## src/rtl/bresenham_pkg.sv

```systemverilog
// Shared types for the octant line walker: FSM states, octant flags and
// the width of the signed coordinate-difference datapath.
package bresenham_pkg;

    typedef enum logic [1:0] {
        IDLE,
        SETUP,
        WALK
    } state_t;

    typedef struct packed {
        logic flip_x;
        logic flip_y;
        logic swap;
    } oct_flags_t;

    // One bit wider than the widest coordinate so x1-x0 / y1-y0 never wrap.
    function automatic int d_w(input int x_w, input int y_w);
        return ((x_w > y_w) ? x_w : y_w) + 1;
    endfunction

endpackage

```

## src/rtl/octant_map.sv

```systemverilog
// Maps a normalised (major, minor) walk position back into the real grid
// using the octant flags and the line's start point.
module octant_map
    import bresenham_pkg::*;
#(
    parameter int X_W = 8,
    parameter int Y_W = 7,
    parameter int D_W = d_w(X_W, Y_W)
) (
    input  logic [D_W-1:0] i,
    input  logic [D_W-1:0] j,
    input  oct_flags_t     flags,
    input  logic [X_W-1:0] x0,
    input  logic [Y_W-1:0] y0,
    output logic [X_W-1:0] cell_x,
    output logic [Y_W-1:0] cell_y
);

    logic [D_W-1:0] a;
    logic [D_W-1:0] b;
    logic           unused_bits;

    always_comb begin
        a = flags.swap ? j : i;
        b = flags.swap ? i : j;
        cell_x = flags.flip_x ? (x0 - a[X_W-1:0]) : (x0 + a[X_W-1:0]);
        cell_y = flags.flip_y ? (y0 - b[Y_W-1:0]) : (y0 + b[Y_W-1:0]);
    end

    // Offsets never exceed the coordinate range, so the upper bits are dead.
    assign unused_bits = ^{a[D_W-1:X_W], b[D_W-1:Y_W]};

endmodule

```

## src/rtl/octant_line_walker.sv

```systemverilog
// Bresenham line walker: accepts a segment request and streams every grid
// cell from (x0,y0) to (x1,y1) over a valid/ready interface.
module octant_line_walker
    import bresenham_pkg::*;
#(
    parameter int X_W = 8,
    parameter int Y_W = 7
) (
    input  logic           clk,
    input  logic           rst,
    input  logic           start_valid,
    output logic           start_ready,
    input  logic [X_W-1:0] x0,
    input  logic [X_W-1:0] x1,
    input  logic [Y_W-1:0] y0,
    input  logic [Y_W-1:0] y1,
    input  logic           abort,
    output logic           cell_valid,
    input  logic           cell_ready,
    output logic [X_W-1:0] cell_x,
    output logic [Y_W-1:0] cell_y,
    output logic           cell_last,
    output logic           busy
);

    localparam int D_W = d_w(X_W, Y_W);

    state_t                state;
    state_t                state_next;
    logic [X_W-1:0]        x0_r;
    logic [X_W-1:0]        x1_r;
    logic [Y_W-1:0]        y0_r;
    logic [Y_W-1:0]        y1_r;
    oct_flags_t            flags;
    logic [D_W-1:0]        i;
    logic [D_W-1:0]        j;
    logic [D_W-1:0]        dmaj;
    logic [D_W-1:0]        dmin;
    logic signed [D_W+1:0] err;
    logic signed [D_W-1:0] dx;
    logic signed [D_W-1:0] dy;
    logic [D_W-1:0]        adx;
    logic [D_W-1:0]        ady;
    logic [D_W-1:0]        maj;
    logic [D_W-1:0]        mn;
    logic                  at_end;
    logic                  start_fire;
    logic                  cell_fire;

    assign dx  = $signed({{(D_W-X_W){1'b0}}, x1_r}) - $signed({{(D_W-X_W){1'b0}}, x0_r});
    assign dy  = $signed({{(D_W-Y_W){1'b0}}, y1_r}) - $signed({{(D_W-Y_W){1'b0}}, y0_r});
    assign adx = dx[D_W-1] ? $unsigned(-dx) : $unsigned(dx);
    assign ady = dy[D_W-1] ? $unsigned(-dy) : $unsigned(dy);
    assign maj = (ady > adx) ? ady : adx;
    assign mn  = (ady > adx) ? adx : ady;

    assign at_end      = (i == dmaj);
    assign start_ready = (state == IDLE);
    assign busy        = (state != IDLE);
    assign cell_valid  = (state == WALK);
    assign cell_last   = cell_valid && at_end;
    assign start_fire  = (state == IDLE) && start_valid && !abort;
    assign cell_fire   = (state == WALK) && cell_ready && !abort;

    always_ff @(posedge clk) begin
        if (rst) begin
            state <= IDLE;
        end else begin
            state <= state_next;
        end
    end

    // abort overrides every other transition, including a pending start.
    always_comb begin
        state_next = state;
        if (abort) begin
            state_next = IDLE;
        end else begin
            case (state)
                IDLE:    if (start_valid) state_next = SETUP;
                SETUP:   state_next = WALK;
                WALK:    if (cell_ready && at_end) state_next = IDLE;
                default: state_next = IDLE;
            endcase
        end
    end

    always_ff @(posedge clk) begin
        if (rst) begin
            x0_r  <= '0;
            x1_r  <= '0;
            y0_r  <= '0;
            y1_r  <= '0;
            flags <= '0;
            i     <= '0;
            j     <= '0;
            dmaj  <= '0;
            dmin  <= '0;
            err   <= '0;
        end else begin
            if (start_fire) begin
                x0_r <= x0;
                x1_r <= x1;
                y0_r <= y0;
                y1_r <= y1;
            end
            if (state == SETUP) begin
                flags.flip_x <= dx[D_W-1];
                flags.flip_y <= dy[D_W-1];
                flags.swap   <= (ady > adx);
                dmaj <= maj;
                dmin <= mn;
                i    <= '0;
                j    <= '0;
                err  <= $signed({1'b0, mn, 1'b0}) - $signed({2'b00, maj});
            end else if (cell_fire && !at_end) begin
                i <= i + D_W'(1);
                // Strictly positive error steps the minor axis; ties stay put.
                if (!err[D_W+1] && (err != '0)) begin
                    j   <= j + D_W'(1);
                    err <= err + $signed({1'b0, dmin, 1'b0}) - $signed({1'b0, dmaj, 1'b0});
                end else begin
                    err <= err + $signed({1'b0, dmin, 1'b0});
                end
            end
        end
    end

    octant_map #(
        .X_W (X_W),
        .Y_W (Y_W),
        .D_W (D_W)
    ) u_map (
        .i      (i),
        .j      (j),
        .flags  (flags),
        .x0     (x0_r),
        .y0     (y0_r),
        .cell_x (cell_x),
        .cell_y (cell_y)
    );

endmodule

```

## config.mk

```make
export PLATFORM = sky130hd
export DESIGN_NAME = octant_line_walker
export DESIGN_NICKNAME = d
export VERILOG_FILES = /design/src/rtl/bresenham_pkg.sv /design/src/rtl/octant_map.sv /design/src/rtl/octant_line_walker.sv
export SDC_FILE = /design/constraint.sdc
export NUM_CORES = 1
export LEC_CHECK = 0
export CORE_UTILIZATION = 45
export DETAILED_ROUTE_END_ITERATION = 12
export SLEW_MARGIN = 0
export SYNTH_ARGS = -nofsm -noshare
export SYNTH_HDL_FRONTEND = slang
export SYNTH_SLANG_ARGS = --single-unit
```

## constraint.sdc

```tcl
create_clock -name clk -period 7.6 [get_ports clk]
set_clock_uncertainty 0.15 [all_clocks]
set_input_delay 1.52 -clock clk [delete_from_list [all_inputs] [get_ports clk]]
set_output_delay 1.52 -clock clk [all_outputs]
set_load 0.03 [all_outputs]
```

# [After elaboration in Yosys (flattened, before gate mapping)]
# Cells that the tools add are included.
[word_totals] memories=0 inputBits=35 mem_bits_ro=0 reg_bits=82 output_inout_bits=19 ramBits=0 latch_bits=0 word_cells=65
[classes] div_mod_pow=0 n_addsub=13 n_mul=0 bitwise_logic=0 n_eq_ne=5 shift=0 n_reduce_logical=19 magnitude_cmp=1 n_mux=14
[ops] cell="two-way mux 9 bit" n=4
[ops] cell="two-way mux 11 bit" n=3
[ops] cell="adder 9 x 1 -> 9 bit, second input constant" n=2
[ops] cell="two-way mux 8 bit" n=2
[ops] cell="two-way mux 7 bit" n=2
[ops] cell="adder 11 bit" n=1
[ops] cell="nonzero test 11 bit" n=1
[ops] cell="subtractor 10 x 9 -> 11 bit" n=1
[ops] cell="subtractor 11 bit" n=1
[ops] cell="== test 9 bit" n=1
[ops] cell="> comparator 9 bit" n=1
[ops] cell="negator 8 -> 9 bit" n=1
[ops] cell="negator 9 bit" n=1
[ops] cell="subtractor 8 x 8 -> 9 bit" n=1
[ops] cell="adder 8 bit" n=1
[ops] cell="logical AND 1 bit" n=8
[ops] cell="subtractor 7 x 7 -> 8 bit" n=1
[ops] cell="subtractor 8 bit" n=1
[ops] cell="adder 7 bit" n=1
[ops] cell="subtractor 7 bit" n=1
[ops] cell="one-hot mux 2 bit (3 select lines)" n=1
[ops] cell="two-way mux 2 bit" n=2
[ops] cell="AND reduction 2 bit" n=2
[ops] cell="nonzero test 2 bit" n=2
[ops] cell="7 further kinds" n=10

# [Depth between registers and ports, before layout]
[depth] depth_word=7 mapped_depth=30 mapped_depth_nobuf=28

# [Modules after synthesis]
# Synthesis repeated with hierarchy kept, for this count alone.
[unflattened] cells_unflattened=879 hier_area_um2=6810.3
[by_module_without_submodules] module="octant_line_walker" area_per_inst_um2=5779.3 seq_area_each_um2=1641.6 instances=1 cells_each=739
[by_module_without_submodules] module="octant_map" area_per_inst_um2=1031.0 seq_area_each_um2=0.0 instances=1 cells_each=140

# [Worst setup path before layout]
# Ideal clock, no wire load.
[synth_timing] kind="reg-to-reg" start="register x1_r[0]" end="register err[10]" required_ns=7.392 t_arrival_ns=5.632 stages_incl_launch_ff=28 path_slack_ns=1.760 path_buffers=2 synth_period_minus_slack_ns=5.840 setup_time_ns=0.058 cell_sequence="dfxtp_1 > inv_1 > ha_1 > inv_1 > fa_1 > a21oi_1 > o21ai_2 > a211oi_2 > o21bai_2 > a221o_1 > xnor2_1 > ha_1 > a211oi_1 > nor2_1 > nor4_4 > or2_1 > buf_2 > buf_2 > a21oi_1 > fa_1 > a21o_1 > a21oi_1 > o21ai_0 > a21oi_1 > o21ai_0 > a211o_1 > nor2_1 > a31o_2"
[synth_via] elab_chain_len=7 elab_cells_between_ends=8 classes_between="add/sub (3); order compare (1); mux (4)"
[synth_rtl] item="start, declared" line="octant_line_walker.sv:31" source="logic [X_W-1:0] x1_r;"
[synth_rtl] item="start signal, assigned" line="octant_line_walker.sv:91" source="x1_r <= '0;"
[synth_rtl] item="start signal, assigned" line="octant_line_walker.sv:103" source="x1_r <= x1;"
[synth_rtl] item="subtractor 8 x 8 -> 9 bit (*)" line="octant_line_walker.sv:50" source="assign dx = $signed({{(D_W-X_W){1'b0}}, x1_r}) - $signed({{(D_W-X_W){1'b0}}, x0_r});"
[synth_rtl] item="negator 9 bit" line="octant_line_walker.sv:52" source="assign adx = dx[D_W-1] ? $unsigned(-dx) : $unsigned(dx);"
[synth_rtl] item="two-way mux 9 bit (*)" line="octant_line_walker.sv:52"
[synth_rtl] item="> comparator 9 bit" line="octant_line_walker.sv:55" source="assign mn = (ady > adx) ? adx : ady;"
[synth_rtl] item="two-way mux 9 bit (*)" line="octant_line_walker.sv:55"
[synth_rtl] item="net mn[0]" line="octant_line_walker.sv:45" source="logic [D_W-1:0] mn;"
[synth_rtl] item="subtractor 10 x 9 -> 11 bit (*)" line="octant_line_walker.sv:115" source="err <= $signed({1'b0, mn, 1'b0}) - $signed({2'b00, maj});"
[synth_rtl] item="two-way mux 11 bit (*)" line="octant_line_walker.sv:107" source="if (state == SETUP) begin"
[synth_rtl] item="end signal, assigned" line="octant_line_walker.sv:115"
[synth_rtl] item="end signal, assigned" line="octant_line_walker.sv:121" source="err <= err + $signed({1'b0, dmin, 1'b0}) - $signed({1'b0, dmaj, 1'b0});"
[synth_rtl] item="end signal, assigned" line="octant_line_walker.sv:123" source="err <= err + $signed({1'b0, dmin, 1'b0});"
[synth_rtl] item="end, declared" line="octant_line_walker.sv:39" source="logic signed [D_W+1:0] err;"
# The timed path passes the listed nets; every way through them passes the cells marked *.
# A chain may end at the register's enable or synchronous reset.

# [Worst setup path in the final report]
[layout_timing] start="register y0_r[0]" end="register err[10]"
[layout_via] elab_chain_len=7 elab_cells_between_ends=8 classes_between="add/sub (3); order compare (1); mux (4)"
[layout_rtl] item="start, declared" line="octant_line_walker.sv:32" source="logic [Y_W-1:0] y0_r;"
[layout_rtl] item="start signal, assigned" line="octant_line_walker.sv:104" source="y0_r <= y0;"
[layout_rtl] item="subtractor 7 x 7 -> 8 bit (*)" line="octant_line_walker.sv:51" source="assign dy = $signed({{(D_W-Y_W){1'b0}}, y1_r}) - $signed({{(D_W-Y_W){1'b0}}, y0_r});"
[layout_rtl] item="negator 8 -> 9 bit" line="octant_line_walker.sv:53" source="assign ady = dy[D_W-1] ? $unsigned(-dy) : $unsigned(dy);"
[layout_rtl] item="two-way mux 9 bit (*)" line="octant_line_walker.sv:53"
[layout_rtl] item="> comparator 9 bit" line="octant_line_walker.sv:55"
[layout_rtl] item="two-way mux 9 bit (*)" line="octant_line_walker.sv:55"
[layout_rtl] item="net mn[1]" line="octant_line_walker.sv:45"
[layout_rtl] item="subtractor 10 x 9 -> 11 bit (*)" line="octant_line_walker.sv:115"
[layout_rtl] item="two-way mux 11 bit (*)" line="octant_line_walker.sv:107"
# Marks and branches as above.

==> impl_metrics.toml <==
[outcome]
status = "finished clean"

[routing]
ant_nets = 0
wire_per_inst_um = 16.4
drtIter0Drc = 342
routed_wl_um = 17900
drc = 0
vias_per_cell = 5.59
via_count = 6113
first_pass_iters = 7

[global_routing]
overflow = 0
grt_max_degree = 51
use_met3_pct = 4.30
grt_pass1_wl_um = 29100
grt_pass1_vias = 5878
met1_usage_pct = 30.0
busiest_layer = "met2"
gr-usage-all-layers_pct = 23.4
met2_usage_pct = 39.9
antenna_found_initial = 0

[timing]
maxSlewHeadroom_pct = 16.6
grt_setup_unrepaired = "no"
tightestPinTransition_ps = 1250
hold_violations = 0
max_clock_freq_mhz = 149
drv_slew = 0
min_period_over_period_pct = 88.4
setup_viol = 0
period_needed_ps = 6720
setup_tns_ps = 0

[synth]
synthSimpleGateAreaFrac_pct = 19.5
netlist_area_um2 = 6800
synth_top_family_by_area = "compound AO/OA/AOI/OAI gates"
synthCells = 873
synthXorXnorAreaFrac_pct = 10.6
synth_fa_ha_area_share_pct = 14.8
yosys_warnings = 0
synth-compound-area-share_pct = 21.6
synth_ff_type = "dfxtp_1"
ys_types = 69
synth_enable_flop_cells = 0
ys_seq_area_share_pct = 23.9
syn_area_per_cell_um2 = 7.79
async_reset_ff_share_pct = 0
synthMuxAreaShare_pct = 4.21
synth_seq_cells = 81
syn-num-nets = 984

[floorplan]
io_pins = 54
fp-row-count = 44
die_w_um = 125
die_h_um = 125
initial_core_util_pct = 46.4
dieArea_um2 = 15600
coreArea_um2 = 14600

[worst_setup_path]
worst_ep_required_time_ps = 7730
reg2reg_to = "err[10]"
critPathArrivalTime_ps = 6850
r2r_slack_ps = 880
reg2reg_depth = 26
cp_max_fo = 13
critPathLaunchType = "flop"
r2r_start = "y0_r[0]"
worstSetupPathType = "flop to flop"
end_kind = "flop"

[clock_network]
root_buffer = "clkbuf_16"
cts_tree = "built"
cts.hold.buffers_added = 0
h-tree-depth = 3
cts-resized-gates = 0
numCtsBuffers = 9
clk_pin_slew_ps = 60
cts_buffer_depth = 2
cts_sinks = 81
clkLatencyLatePin_ps = 340
postCtsSetupBuffers = 0

[final_layout]
area_delta_synth_final_pct = 14.4
antenna_cells = 0
drive_gt1_share_pct = 5.50
final_area_um2 = 7780
nFillCells = 1428
final_nets = 1016

[power]
p_sw_share_pct = 42.7
power_frac_comb_pct = 58.5
p_leak_uw = 0.00306
ir_worst_vdd_mv = 0.136
power.share.clock_pct = 20.4
total_power_uw = 2310
p_per_area_nw_per_um2 = 297
seq_power_share_pct = 21.1
p_int_uw = 1320
switchingPower_uw = 985

[min_path]
hold_class = "flop to flop"
holdCritStartpoint = "x1_r[5]"
min_path_cells = 2
hold_end = "x1_r[5]"

[placed_design]
hpwl_um = 14200
placed_area_um2 = 7460
portBuffers = 53
place.gp.congestion = 0.892

[run]
max-cap-violations = 0
-- power by group through the flow --
stage          combinational, uW  sequential, uW  clock, uW
6_report                    1350             487        472
3_3_place_gp                1320             495          0
3_5_place_dp                1340             496          0
2_1_floorplan               1060             482          0
4_1_cts                     1340             486        484
5_1_grt                     1500             490        503
-- synth_stat cells, types with 4 or more instances --
cell / count / area, um^2
nor3b_1: 5 / 37.5
o21a_1: 4 / 30.0
or3_1: 4 / 25.0
o21ai_0: 31 / 155
a211oi_1: 17 / 128
fa_1: 7 / 140
a21oi_1: 82 / 410
nand3_1: 8 / 40.0
o21bai_1: 7 / 52.6
ha_1: 69 / 863
a21o_1: 17 / 128
xor2_1: 36 / 315
nor3_1: 9 / 45.0
mux2_2: 5 / 56.3
xnor2_1: 46 / 403
nor2b_1: 10 / 62.6
or2_2: 6 / 37.5
mux2i_1: 23 / 230
nand4_1: 8 / 50.1
inv_1: 59 / 221
o22ai_1: 9 / 56.3
clkbuf_1: 35 / 131
o221ai_1: 5 / 43.8
nand2_1: 121 / 454
nand2b_1: 11 / 68.8
nor2_1: 80 / 300
o31ai_1: 5 / 37.5
a221o_1: 5 / 50.1
and3_1: 7 / 43.8
and2_1: 4 / 25.0
dfxtp_1: 81 / 1620
-- critical path: stages (launching register included) --
cell and delay, ps:
dfxtp_1 370, ha_1 190, inv_1 60, fa_1 390
a21o_1 190, a21oi_1 280, xnor2_1 160, or3_1 360
o21bai_1 160, xor2_1 390, inv_1 110, ha_1 330
a211oi_1 240, nor2_1 100, nor4_4 430, or2_1 460
buf_4 260, mux2i_1 290, ha_1 330, a21o_1 170
a21oi_1 210, o21ai_0 110, a21oi_1 210, o21ai_0 160
a211o_1 310, nor2_1 110, a31o_2 110
-- per-layer routing --
| layer | up-vias | wire (um) |
|---|---|---|
| met1 | 2875 | 8620 |
| met3 | 19 | 674 |
| li1 | 3105 | - |
| met5 | - | 0 |
| met4 | 0 | 250 |
| met2 | 114 | 8380 |
-- metrics by stage --
step,util (%),std cells,worst slack [ps],hold slack (ps)
finish,53.1,1093,880,309
global route,53.1,1093,271,333
CTS,53.1,1093,940,309
detailed placement,50.9,1078,960,301
global placement,50.9,1078,1160,298
floorplan,-,873,1760,286
-- sequential cells by signal, indices dropped and copies added, names as in the netlist, 7 cells and up --
register / cells
y1_r: 7
i: 9
x1_r: 8
dmaj: 9
dmin: 9
x0_r: 8
j: 8
err: 11
y0_r: 7
-- cell type report --
type | instances | area [um^2] | share of cell area [%]
timing repair buffer | 60 | 578 | 7.43
clock buffer | 10 | 239 | 3.07
clock inverter | 5 | 80.1 | 1.03
tap | 184 | 230 | 2.96
multi-input combinational | 694 | 4810 | 61.8
inverter | 59 | 221 | 2.85
sequential | 81 | 1620 | 20.8
-- logic make-up after synthesis --
kind of cell               count (synthesis)
other                                      1
and+or+nand+nor                          287
DFF                                       81
xor gates and xnor gates                  82
muxes                                     28
AOI/OAI and AO/OA                        220
buffers and inverters                     98
adders and majority gates                 76
-- cells in the final DEF, fill, tap and decap left out, drive strengths merged, types with 19 or more instances in the layout --
cell type,netlist,layout
nand2,121,121
a21oi,82,82
dfxtp,81,81
nor2,80,80
ha,69,69
inv,59,59
clkdlybuf4s50,0,52
xnor2,46,46
xor2,36,36
o21ai,34,34
mux2i,23,23
a211oi,19,19
-- how the worst max path moves through the flow --
stage	endpoint	start	cells past startpoint	slack, ps
6_report	err[10]	y0_r[0]	26	880
5_1_grt	err[10]	y0_r[1]	26	270
4_1_cts	err[10]	y0_r[1]	25	940
3_5_place_dp	err[10]	y0_r[1]	25	960
3_3_place_gp	err[10]	x1_r[0]	25	1160
2_1_floorplan	err[10]	x1_r[0]	27	1760
Note: power is estimated with default switching activity, not from simulation.
